<file path="src/rtl/piezo_pkg.sv">
// Shared definitions for the piezo sound path.
// Holds the note period table (C_LO..C_HI), the owner encodings driven on
// `src`, the scheduler state encoding and a small hour-clamp helper. The
// package is also imported by the tone generator and the keypad logic.
package piezo_pkg;

  // Tone generator period words, one per piano key (low C .. high C).
  localparam logic [15:0] NOTE_C_LO = 16'd3830;
  localparam logic [15:0] NOTE_D    = 16'd3400;
  localparam logic [15:0] NOTE_E    = 16'd3038;
  localparam logic [15:0] NOTE_F    = 16'd2864;
  localparam logic [15:0] NOTE_G    = 16'd2550;
  localparam logic [15:0] NOTE_A    = 16'd2272;
  localparam logic [15:0] NOTE_B    = 16'd2028;
  localparam logic [15:0] NOTE_C_HI = 16'd1912;

  // Indexed by key bit: entry 0 is btn[0] (low C), entry 7 is btn[7] (high C).
  localparam logic [15:0] NOTE_TABLE [8] = '{
    NOTE_C_LO, NOTE_D, NOTE_E, NOTE_F, NOTE_G, NOTE_A, NOTE_B, NOTE_C_HI
  };

  typedef enum logic [1:0] {
    SRC_IDLE  = 2'd0,
    SRC_KEY   = 2'd1,
    SRC_CHIME = 2'd2,
    SRC_ALARM = 2'd3
  } src_t;

  typedef enum logic [2:0] {
    ST_IDLE     = 3'd0,
    ST_CH_TONE  = 3'd1,
    ST_CH_GAP   = 3'd2,
    ST_AL_TONE  = 3'd3,
    ST_AL_GAP   = 3'd4,
    ST_AL_PAUSE = 3'd5
  } state_t;

  // An hour of 0 or above 12 is treated as 12 strikes.
  function automatic logic [3:0] clamp_hour(input logic [3:0] hour);
    return ((hour == 4'd0) || (hour > 4'd12)) ? 4'd12 : hour;
  endfunction

  function automatic logic is_alarm_state(input state_t st);
    return (st == ST_AL_TONE) || (st == ST_AL_GAP) || (st == ST_AL_PAUSE);
  endfunction

endpackage

</file>
<file path="src/rtl/piezo_key_encoder.sv">
// Combinational keypad encoder.
// Ports:
//   btn     - piano keys, bit7 = high C ... bit0 = low C
//   period  - tone period of the highest pressed key, 0 when none pressed
//   key_any - 1 when at least one key is pressed
module piezo_key_encoder
  import piezo_pkg::*;
(
  input  logic [7:0]  btn,
  output logic [15:0] period,
  output logic        key_any
);

  // Ascending scan: a higher set bit overwrites a lower one, so the highest
  // pressed key wins.
  always_comb begin
    period = 16'd0;
    for (int i = 0; i < 8; i++) begin
      if (btn[i]) begin
        period = NOTE_TABLE[i];
      end
    end
  end

  assign key_any = |btn;

endmodule

</file>
<file path="src/rtl/piezo_sound_sched.sv">
// Piezo tone scheduler: shares the single tone generator among the live
// keypad, the hourly chime and the alarm (priority alarm > chime > keypad).
// Ports:
//   clk         - 1 MHz system clock (one cycle = 1 us)
//   rst         - synchronous reset, active-high
//   btn         - piano keys, bit7 = high C ... bit0 = low C
//   chime_trig  - one-cycle pulse at the top of each hour
//   chime_count - hour to strike, sampled with chime_trig
//   alarm_trig  - one-cycle pulse, alarm time reached
//   alarm_stop  - one-cycle pulse, user dismiss
//   tone_period - period word to the tone generator, 0 = silent
//   src         - current owner: 0 idle, 1 keypad, 2 chime, 3 alarm
//   busy        - 1 while a chime or alarm sequence is active
module piezo_sound_sched
  import piezo_pkg::*;
#(
  parameter int TONE_LEN  = 100000,
  parameter int GAP_LEN   = 50000,
  parameter int AL_ON     = 80000,
  parameter int AL_OFF    = 60000,
  parameter int AL_PAUSE  = 400000,
  parameter int AL_BURSTS = 30,
  parameter logic [15:0] CHIME_PER = 16'd3830,
  parameter logic [15:0] ALARM_PER = 16'd1912
) (
  input  logic        clk,
  input  logic        rst,
  input  logic [7:0]  btn,
  input  logic        chime_trig,
  input  logic [3:0]  chime_count,
  input  logic        alarm_trig,
  input  logic        alarm_stop,
  output logic [15:0] tone_period,
  output logic [1:0]  src,
  output logic        busy
);

  localparam logic [19:0] TONE_LAST  = 20'(TONE_LEN - 1);
  localparam logic [19:0] GAP_LAST   = 20'(GAP_LEN - 1);
  localparam logic [19:0] ON_LAST    = 20'(AL_ON - 1);
  localparam logic [19:0] OFF_LAST   = 20'(AL_OFF - 1);
  localparam logic [19:0] PAUSE_LAST = 20'(AL_PAUSE - 1);
  localparam int          BW         = (AL_BURSTS > 1) ? $clog2(AL_BURSTS) : 1;
  localparam logic [BW-1:0] BURST_LAST = BW'(AL_BURSTS - 1);

  state_t        state_reg, state_next;
  logic [19:0]   timer_reg;
  logic [3:0]    strikes_reg;
  logic [1:0]    beep_reg;
  logic [BW-1:0] burst_reg;
  logic          pend_reg;
  logic [3:0]    pend_cnt_reg;
  logic [15:0]   tone_reg;
  logic [1:0]    src_reg;
  logic          busy_reg;

  logic [15:0] key_period;
  logic        key_any;
  logic [19:0] phase_last;
  logic        phase_end;
  logic        alarm_go;
  logic        pend_any;
  logic [3:0]  pend_eff_cnt;
  logic [3:0]  rem_strikes;
  state_t      alarm_exit;

  piezo_key_encoder u_key_enc (
    .btn     (btn),
    .period  (key_period),
    .key_any (key_any)
  );

  // A simultaneous dismiss cancels an alarm start.
  assign alarm_go     = alarm_trig && !alarm_stop;
  // A chime trigger landing in the same cycle as the alarm ending is honoured.
  assign pend_any     = pend_reg || chime_trig;
  assign pend_eff_cnt = chime_trig ? clamp_hour(chime_count) : pend_cnt_reg;
  assign alarm_exit   = pend_any ? ST_CH_TONE : ST_IDLE;
  // Strikes still owed if the alarm preempts now; the gap-end decrement has
  // not been applied yet on the last gap cycle.
  assign rem_strikes  = ((state_reg == ST_CH_GAP) && phase_end) ?
                        (strikes_reg - 4'd1) : strikes_reg;

  always_comb begin
    case (state_reg)
      ST_CH_TONE:  phase_last = TONE_LAST;
      ST_CH_GAP:   phase_last = GAP_LAST;
      ST_AL_TONE:  phase_last = ON_LAST;
      ST_AL_GAP:   phase_last = OFF_LAST;
      ST_AL_PAUSE: phase_last = PAUSE_LAST;
      default:     phase_last = 20'd0;
    endcase
  end

  assign phase_end = (timer_reg == phase_last);

  always_comb begin
    state_next = state_reg;
    case (state_reg)
      ST_IDLE: begin
        if (alarm_go)        state_next = ST_AL_TONE;
        else if (chime_trig) state_next = ST_CH_TONE;
      end
      ST_CH_TONE: begin
        if (alarm_go)       state_next = ST_AL_TONE;
        else if (phase_end) state_next = ST_CH_GAP;
      end
      ST_CH_GAP: begin
        if (alarm_go)       state_next = ST_AL_TONE;
        else if (phase_end) state_next = (strikes_reg == 4'd1) ? ST_IDLE : ST_CH_TONE;
      end
      ST_AL_TONE: begin
        if (alarm_stop)     state_next = alarm_exit;
        else if (phase_end) state_next = ST_AL_GAP;
      end
      ST_AL_GAP: begin
        if (alarm_stop)     state_next = alarm_exit;
        else if (phase_end) state_next = (beep_reg == 2'd3) ? ST_AL_PAUSE : ST_AL_TONE;
      end
      ST_AL_PAUSE: begin
        if (alarm_stop)     state_next = alarm_exit;
        else if (phase_end) state_next = (burst_reg == BURST_LAST) ? alarm_exit : ST_AL_TONE;
      end
      default: state_next = ST_IDLE;
    endcase
  end

  always_ff @(posedge clk) begin
    if (rst) begin
      state_reg    <= ST_IDLE;
      timer_reg    <= 20'd0;
      strikes_reg  <= 4'd0;
      beep_reg     <= 2'd0;
      burst_reg    <= '0;
      pend_reg     <= 1'b0;
      pend_cnt_reg <= 4'd0;
      tone_reg     <= 16'd0;
      src_reg      <= SRC_IDLE;
      busy_reg     <= 1'b0;
    end else begin
      state_reg <= state_next;
      // Every phase end changes state, so a state change doubles as "entry".
      timer_reg <= ((state_next != state_reg) || (state_next == ST_IDLE)) ?
                   20'd0 : timer_reg + 20'd1;

      case (state_reg)
        ST_IDLE: begin
          if (alarm_go) begin
            beep_reg  <= 2'd0;
            burst_reg <= '0;
            if (chime_trig) begin
              pend_reg     <= 1'b1;
              pend_cnt_reg <= clamp_hour(chime_count);
            end
          end else if (chime_trig) begin
            strikes_reg <= clamp_hour(chime_count);
          end
        end
        ST_CH_TONE, ST_CH_GAP: begin
          if (alarm_go) begin
            beep_reg     <= 2'd0;
            burst_reg    <= '0;
            pend_reg     <= (rem_strikes != 4'd0);
            pend_cnt_reg <= rem_strikes;
          end else if ((state_reg == ST_CH_GAP) && phase_end) begin
            strikes_reg <= strikes_reg - 4'd1;
          end
        end
        ST_AL_TONE, ST_AL_GAP, ST_AL_PAUSE: begin
          if (!is_alarm_state(state_next)) begin
            if (pend_any) strikes_reg <= pend_eff_cnt;
            pend_reg <= 1'b0;
          end else begin
            if (chime_trig) begin
              pend_reg     <= 1'b1;
              pend_cnt_reg <= clamp_hour(chime_count);
            end
            // beep 3 wraps to 0 on its way into the pause.
            if ((state_reg == ST_AL_GAP) && phase_end) beep_reg <= beep_reg + 2'd1;
            if ((state_reg == ST_AL_PAUSE) && phase_end) begin
              burst_reg <= burst_reg + 1'b1;
              beep_reg  <= 2'd0;
            end
          end
        end
        default: ;
      endcase

      // Outputs follow the state being entered so they line up with it.
      busy_reg <= (state_next != ST_IDLE);
      case (state_next)
        ST_CH_TONE:  begin tone_reg <= CHIME_PER; src_reg <= SRC_CHIME; end
        ST_CH_GAP:   begin tone_reg <= 16'd0;     src_reg <= SRC_CHIME; end
        ST_AL_TONE:  begin tone_reg <= ALARM_PER; src_reg <= SRC_ALARM; end
        ST_AL_GAP,
        ST_AL_PAUSE: begin tone_reg <= 16'd0;     src_reg <= SRC_ALARM; end
        default: begin
          tone_reg <= key_period;
          src_reg  <= key_any ? SRC_KEY : SRC_IDLE;
        end
      endcase
    end
  end

  assign tone_period = tone_reg;
  assign src         = src_reg;
  assign busy        = busy_reg;

endmodule

</file>
<file path="config.mk">
export PLATFORM = sky130hd
export DESIGN_NAME = piezo_sound_sched
export DESIGN_NICKNAME = d
export VERILOG_FILES = /design/src/rtl/piezo_pkg.sv /design/src/rtl/piezo_key_encoder.sv /design/src/rtl/piezo_sound_sched.sv
export SDC_FILE = /design/constraint.sdc
export NUM_CORES = 1
export LEC_CHECK = 0
export CAP_MARGIN = 25
export CORE_MARGIN = 3
export CORE_UTILIZATION = 61
export CTS_BUF_LIST = sky130_fd_sc_hd__clkbuf_4 sky130_fd_sc_hd__clkbuf_8 sky130_fd_sc_hd__clkbuf_16
export DETAILED_ROUTE_END_ITERATION = 10
export HOLD_SLACK_MARGIN = 0.1
export PLACE_DENSITY = 0.85
export SETUP_SLACK_MARGIN = 0.4
export SLEW_MARGIN = 25
export SYNTH_ARGS = -nofsm -noshare
export SYNTH_HDL_FRONTEND = slang
export SYNTH_SLANG_ARGS = --single-unit
export TNS_END_PERCENT = 30
</file>
<file path="constraint.sdc">
create_clock -name clk -period 6.44 [get_ports clk]
set_input_delay 1.288 -clock clk [delete_from_list [all_inputs] [get_ports clk]]
set_output_delay 1.288 -clock clk [all_outputs]
set_load 0.05 [all_outputs]
</file>
# == Yosys cells after proc, flatten, opt, wreduce, memory -nomap -nowiden ==
# Index checks and enable logic that the tools add are counted.
# op_classes
add_sub_neg,4
n_eq_ne,26
reduce_logical,30
n_lt_le_gt_ge,1
n_mux,56
# op_table
op,n
two-way mux 12 bit,8
one-hot mux 19 bit (5 select lines),1
one-hot mux 16 bit (3 select lines),1
two-way mux 4 bit,11
two-way mux 3 bit,13
one-hot mux 4 bit (3 select lines),2
adder 20 x 1 -> 20 bit (second input constant),1
equality test 20 bit,1
!= test 2 bit (second input constant),9
one-hot mux 3 bit (6 select lines),1
two-way mux 5 bit,3
equality test 3 x 2 -> 1 bit (second input constant),4
equality test 3 bit (second input constant),4
AND reduction 4 bit,3
OR reduction 3 bit,4
two-way mux 2 bit,5
one-hot mux 5 bit (2 select lines),1
one-hot mux 2 bit (2 select lines),2
OR reduction 8 bit,1
two-way mux 1 bit,7
equality test 3 x 1 -> 1 bit (second input constant),2
logical NOT 3 bit,2
AND reduction 6 bit,1
nonzero test 3 bit,2
other kinds (19),28
# word_totals
inputBits,17
regBits,58
output_inout_bits,19
word_cells,127

# == Logic depth before layout (Yosys ltp) ==
# logic_depth
ltp_word,11
ltp_mapped,13

# == Cells and area by module ==
# Synthesis repeated with hierarchy kept, for this count alone.
# hier_totals
hier_cells,468
area_unflattened_um2,3608.5
# by_module_without_submodules
module,area_each_um2,cells_each,instances
piezo_sound_sched,3387.0,431,1
piezo_key_encoder,221.5,37,1

# == Worst setup path after synthesis ==
# OpenSTA, ideal clock, no wires.
# synth_path
kind,input port to flip-flop
from,input port alarm_trig
to,register timer_reg[12]
stages,11
path_slack_ns,3.035
setup_time_ns,0.063
arrival_ns,3.343
path_cell_list,nor2b_1 -> clkbuf_1 -> a21oi_1 -> nor2_1 -> a31o_2 -> and3_1 -> or3_1 -> a21o_1 -> a2111o_1 -> buf_6 -> nor2_2
# synth_via
elab_chain_len,6
word_cells_on_any_way,9
classes_between,1 x eq/ne; 4 x mux; 4 x reduce/logical
# synth_rtl
item,line,text
from (decl),piezo_sound_sched.sv:31,"input logic alarm_trig,"
logical AND 1 bit (*),piezo_sound_sched.sv:74,assign alarm_go = alarm_trig && !alarm_stop;
two-way mux 3 bit (on tied branches),"piezo_sound_sched.sv:109, piezo_sound_sched.sv:101, piezo_sound_sched.sv:105",
one-hot mux 3 bit (6 select lines) (*),piezo_sound_sched.sv:99,case (state_reg)
!= test 3 bit / logical NOT 3 bit (equally long branches),piezo_sound_sched.sv:143,timer_reg <= ((state_next != state_reg) || (state_next == ST_IDLE)) ?
logical OR 1 bit (*),piezo_sound_sched.sv:143,
OR reduction 2 bit (no line) (*),--,
to (signal assigned),piezo_sound_sched.sv:143,
to (decl),piezo_sound_sched.sv:47,logic [19:0] timer_reg;
# Every way passes the cells marked *; elsewhere a longest branch is shown, timed or not.
# A chain may end at the register's enable or synchronous reset.

# == Worst setup path in the final report ==
# layout_path
from,register state_reg[0]
to,register timer_reg[12]
# layout_via
elab_chain_len,9
word_cells_on_any_way,25
classes_between,7 x eq/ne; 14 x mux; 4 x reduce/logical
# layout_rtl
item,line,text
from (decl),piezo_sound_sched.sv:46,"state_t state_reg, state_next;"
from (signal assigned),piezo_sound_sched.sv:141,state_reg <= state_next;
equality test 3 bit (tied with other cells),"piezo_sound_sched.sv:85, piezo_sound_sched.sv:99",
one-hot mux 19 bit (5 select lines),piezo_sound_sched.sv:85,case (state_reg)
equality test 20 bit,piezo_sound_sched.sv:95,assign phase_end = (timer_reg == phase_last);
two-way mux 3 bit (on tied branches) (2 in a row),--,
one-hot mux 3 bit (6 select lines),piezo_sound_sched.sv:99,
!= test 3 bit / logical NOT 3 bit (equally long branches),piezo_sound_sched.sv:143,
logical OR 1 bit (*),piezo_sound_sched.sv:143,
OR reduction 2 bit (no line) (*),--,
# Marks and branches as above.

==> results.json <==
{
  "status": "finished clean",
  "period_needed_ns": 4.38,
  "yosysSeqAreaShare_pct": 31.8,
  "synth-warning-count": 0,
  "worstMarginPinSlew_ns": 1.00,
  "core_um2": 5200,
  "multi_input_area_um2": 2070,
  "fillerInstances": 440,
  "grt_pass1_wl_mm": 13.1,
  "postCtsSetupRepairBufs": 0,
  "power_density_nw_per_um2": 231,
  "numCtsBuffers": 5,
  "yosysUniqueCellTypes": 63,
  "syn_area_per_cell_um2": 7.58,
  "start_util_pct": 64.2,
  "io_pins": 36,
  "clockBufferDepth": 2,
  "grt_max_degree": 33,
  "cpPeakStageDelay_ns": 0.99,
  "setup_tns_ns": 0,
  "largest_reg_flops": 20,
  "netlist.area_leader.share_pct": 31.8,
  "crit_type": "reg2reg",
  "synth_area_leaders": "dfxtp_1, nor2_1, a21oi_1",
  "crit_path_start_kind": "register",
  "detail-route-antenna-nets": 0,
  "ir_drop_v": 0.000216,
  "chipHeight_um": 80.0,
  "wire_per_inst_um": 14.7,
  "hpwl_mm": 5.66,
  "antenna_found_initial": 0,
  "setup_ws_ns": 2.06,
  "netlist_area_um2": 3340,
  "ys_ff_latch": 53,
  "row_count": 26,
  "endpoint_kind": "register",
  "synth_edf_count": 0,
  "pre_cts_ws_ns": 1.85,
  "hold_viol": 0,
  "crit_slowest_cell": "dfxtp_1",
  "slew_viol_final": 0,
  "maxSlewHeadroom_pct": 33.2,
  "cts.sinks": 53,
  "required_ns": 6.61,
  "gr-total-overflow": 0,
  "cap_violations": 0,
  "synthFlopType": "dfxtp_1",
  "ff_latch_area_um2": 1060,
  "drive_above_1_share_pct": 8.35,
  "path_max_fanout": 30,
  "numPortBuffers": 30,
  "cp.arrival_ns": 4.55,
  "async_reset_ff_share_pct": 0,
  "globalplace.congestion": 0.886,
  "area_growth_pct": 10.7,
  "cts_tree": "built",
  "route.vias.total": 3187,
  "synth_top_area_cell": "dfxtp_1",
  "rsz0062_at_grt": "no",
  "grt.total_usage_pct": 25.2,
  "fin_skew_ns": 0.0123,
  "drtIter0Drc": 298,
  "fmax_mhz": 228,
  "path_clk_slew_ns": 0.10,
  "design.die.area_um2": 6400,
  "timing.final.crit_share_pct": 68.0,
  "routed_wl_mm": 7.73,
  "viasPerCell": 6.07,
  "layout.nets": 477,
  "route.detailed.drc": 0,
  "grt_pass1_vias": 2923,
  "n_antenna_cell": 0,
  "cts_resized": 0,
  "p_leak_nw": 1.27,
  "cts.htree.levels": 2,
  "setup_viol": 0,
  "hp-class": "reg2reg",
  "ctsRootBufferMaster": "clkbuf_8",
  "path_cells": "xnor2_1 -> a211oi_1 -> o311ai_0 -> o2111a_2 -> nand2_1 -> mux2i_1 -> and3_1 -> a2111o_1 -> nor2_2",
  "cts_hold_buf": 0,
  "die_width_um": 80.0,
  "first_pass_iters": 5,
  "netlist_instances": 441,
  "clk_latency_ns": 0.31
}
[cell usage after synthesis, types with 6 or more instances]
library cell,instances
a21oi_1,38
nor4_1,6
dfxtp_1,53
buf_4,10
nand2_1,35
a31oi_1,6
o21ai_0,20
clkbuf_1,12
nor2_1,52
nor2_2,20
a211oi_1,7
nand3_1,18
inv_1,13
ha_1,6
or3_1,8
xnor2_1,10
and3_1,6
nor2b_1,6
nor3_1,17
nand4_1,10
xor2_1,15
[metrics by stage]
stage                     utilization, %  hold slack [ns]  std cells  cell area [um2]  total power [mW]
final                               71.1            0.477        525             3700             0.854
after global routing                71.1            0.499        525             3700             0.896
after CTS                           71.1            0.475        525             3700             0.855
after detailed placement            68.8            0.461        517             3580             0.620
after global placement              68.8            0.454        517             3580             0.617
after floorplan                        -            0.438        445             3360             0.560
[worst paths after layout]
check          startpoint            end  slack [ns]  depth (start not counted)
min           beep_reg[1]    beep_reg[1]        0.48                          2
min reg2reg   beep_reg[1]    beep_reg[1]        0.48                          2
max          state_reg[0]  timer_reg[12]        2.06                          9
max reg2reg  state_reg[0]  timer_reg[12]        2.06                          9
[metal layers]
layer / global-route usage, % / up-vias / part of all wire [%]
li1: - / 1584 / -
met1: 35.1 / 1501 / 48
met2: 41.4 / 95 / 47
met3: 3.50 / 7 / 4.6
met4: 5.07 / 0 / 0.69
met5: 0 / - / 0
[layout make-up]
cell class              count  area share [%]
repair buffers             32            8.53
inverters                  13            1.32
clock inverters             3            1.32
multi-input cells         349            55.9
flip-flops and latches     53            28.7
well taps                  70            2.37
clock buffers               5            1.86
[critical path: cells and delay by family, from the launching register on]
kind	cells	cell delay (ns)
AO/OA/AOI/OAI	4	1.81
flip-flops	1	0.99
XOR/XNOR	1	0.19
multiplexers	1	0.36
AND/OR/NAND/NOR	3	0.87
[cell families (layout without fill, tap and decap cells)]
| family | Yosys count | count (layout) | synth area share, % |
|---|---|---|---|
| xor+xnor | 25 | 25 | 6.55 |
| other cells | 1 | 5 | 0.112 |
| simple gates | 203 | 203 | 31.2 |
| compound gates | 106 | 106 | 20.1 |
| mux | 4 | 4 | 1.24 |
| flops | 53 | 53 | 31.8 |
| fa+ha+maj | 6 | 6 | 2.25 |
| buf+inv | 43 | 53 | 6.78 |
[cells in the final DEF, fill, tap and decap left out, types with 3 or more instances in the layout]
master           synthesis  routed
nor3b_1                  4       4
nor2b_1                  6       6
nand3_1                 18      18
clkdlybuf4s50_1          0      30
clkbuf_8                 0       5
a211oi_1                 7       7
dfxtp_1                 53      53
or3_1                    8       8
a21oi_1                 38      38
nor2_2                  20      20
ha_1                     6       6
nand4_1                 10      10
nor2_1                  52      52
and3_1                   6       6
xor2_1                  15      15
and2_1                   3       3
nand2_1                 35      35
inv_1                   13      13
nand2b_1                 5       5
a31oi_1                  6       6
nor3_1                  17      17
mux2i_1                  3       3
o21ai_0                 20      20
nor4_1                   6       6
a311oi_1                 4       4
xnor2_1                 10      10
conb_1                   1       5
o22ai_1                  5       5
and3b_1                  3       3
[power by group]
part | leakage [nW] | internal, mW | switching [mW]
registers | 0.433 | 0.350 | 0.0221
logic | 0.782 | 0.0867 | 0.157
clock network | 0.0563 | 0.119 | 0.120
total | 1.27 | 0.555 | 0.299
No activity file was read; power rests on OpenSTA's default activity.
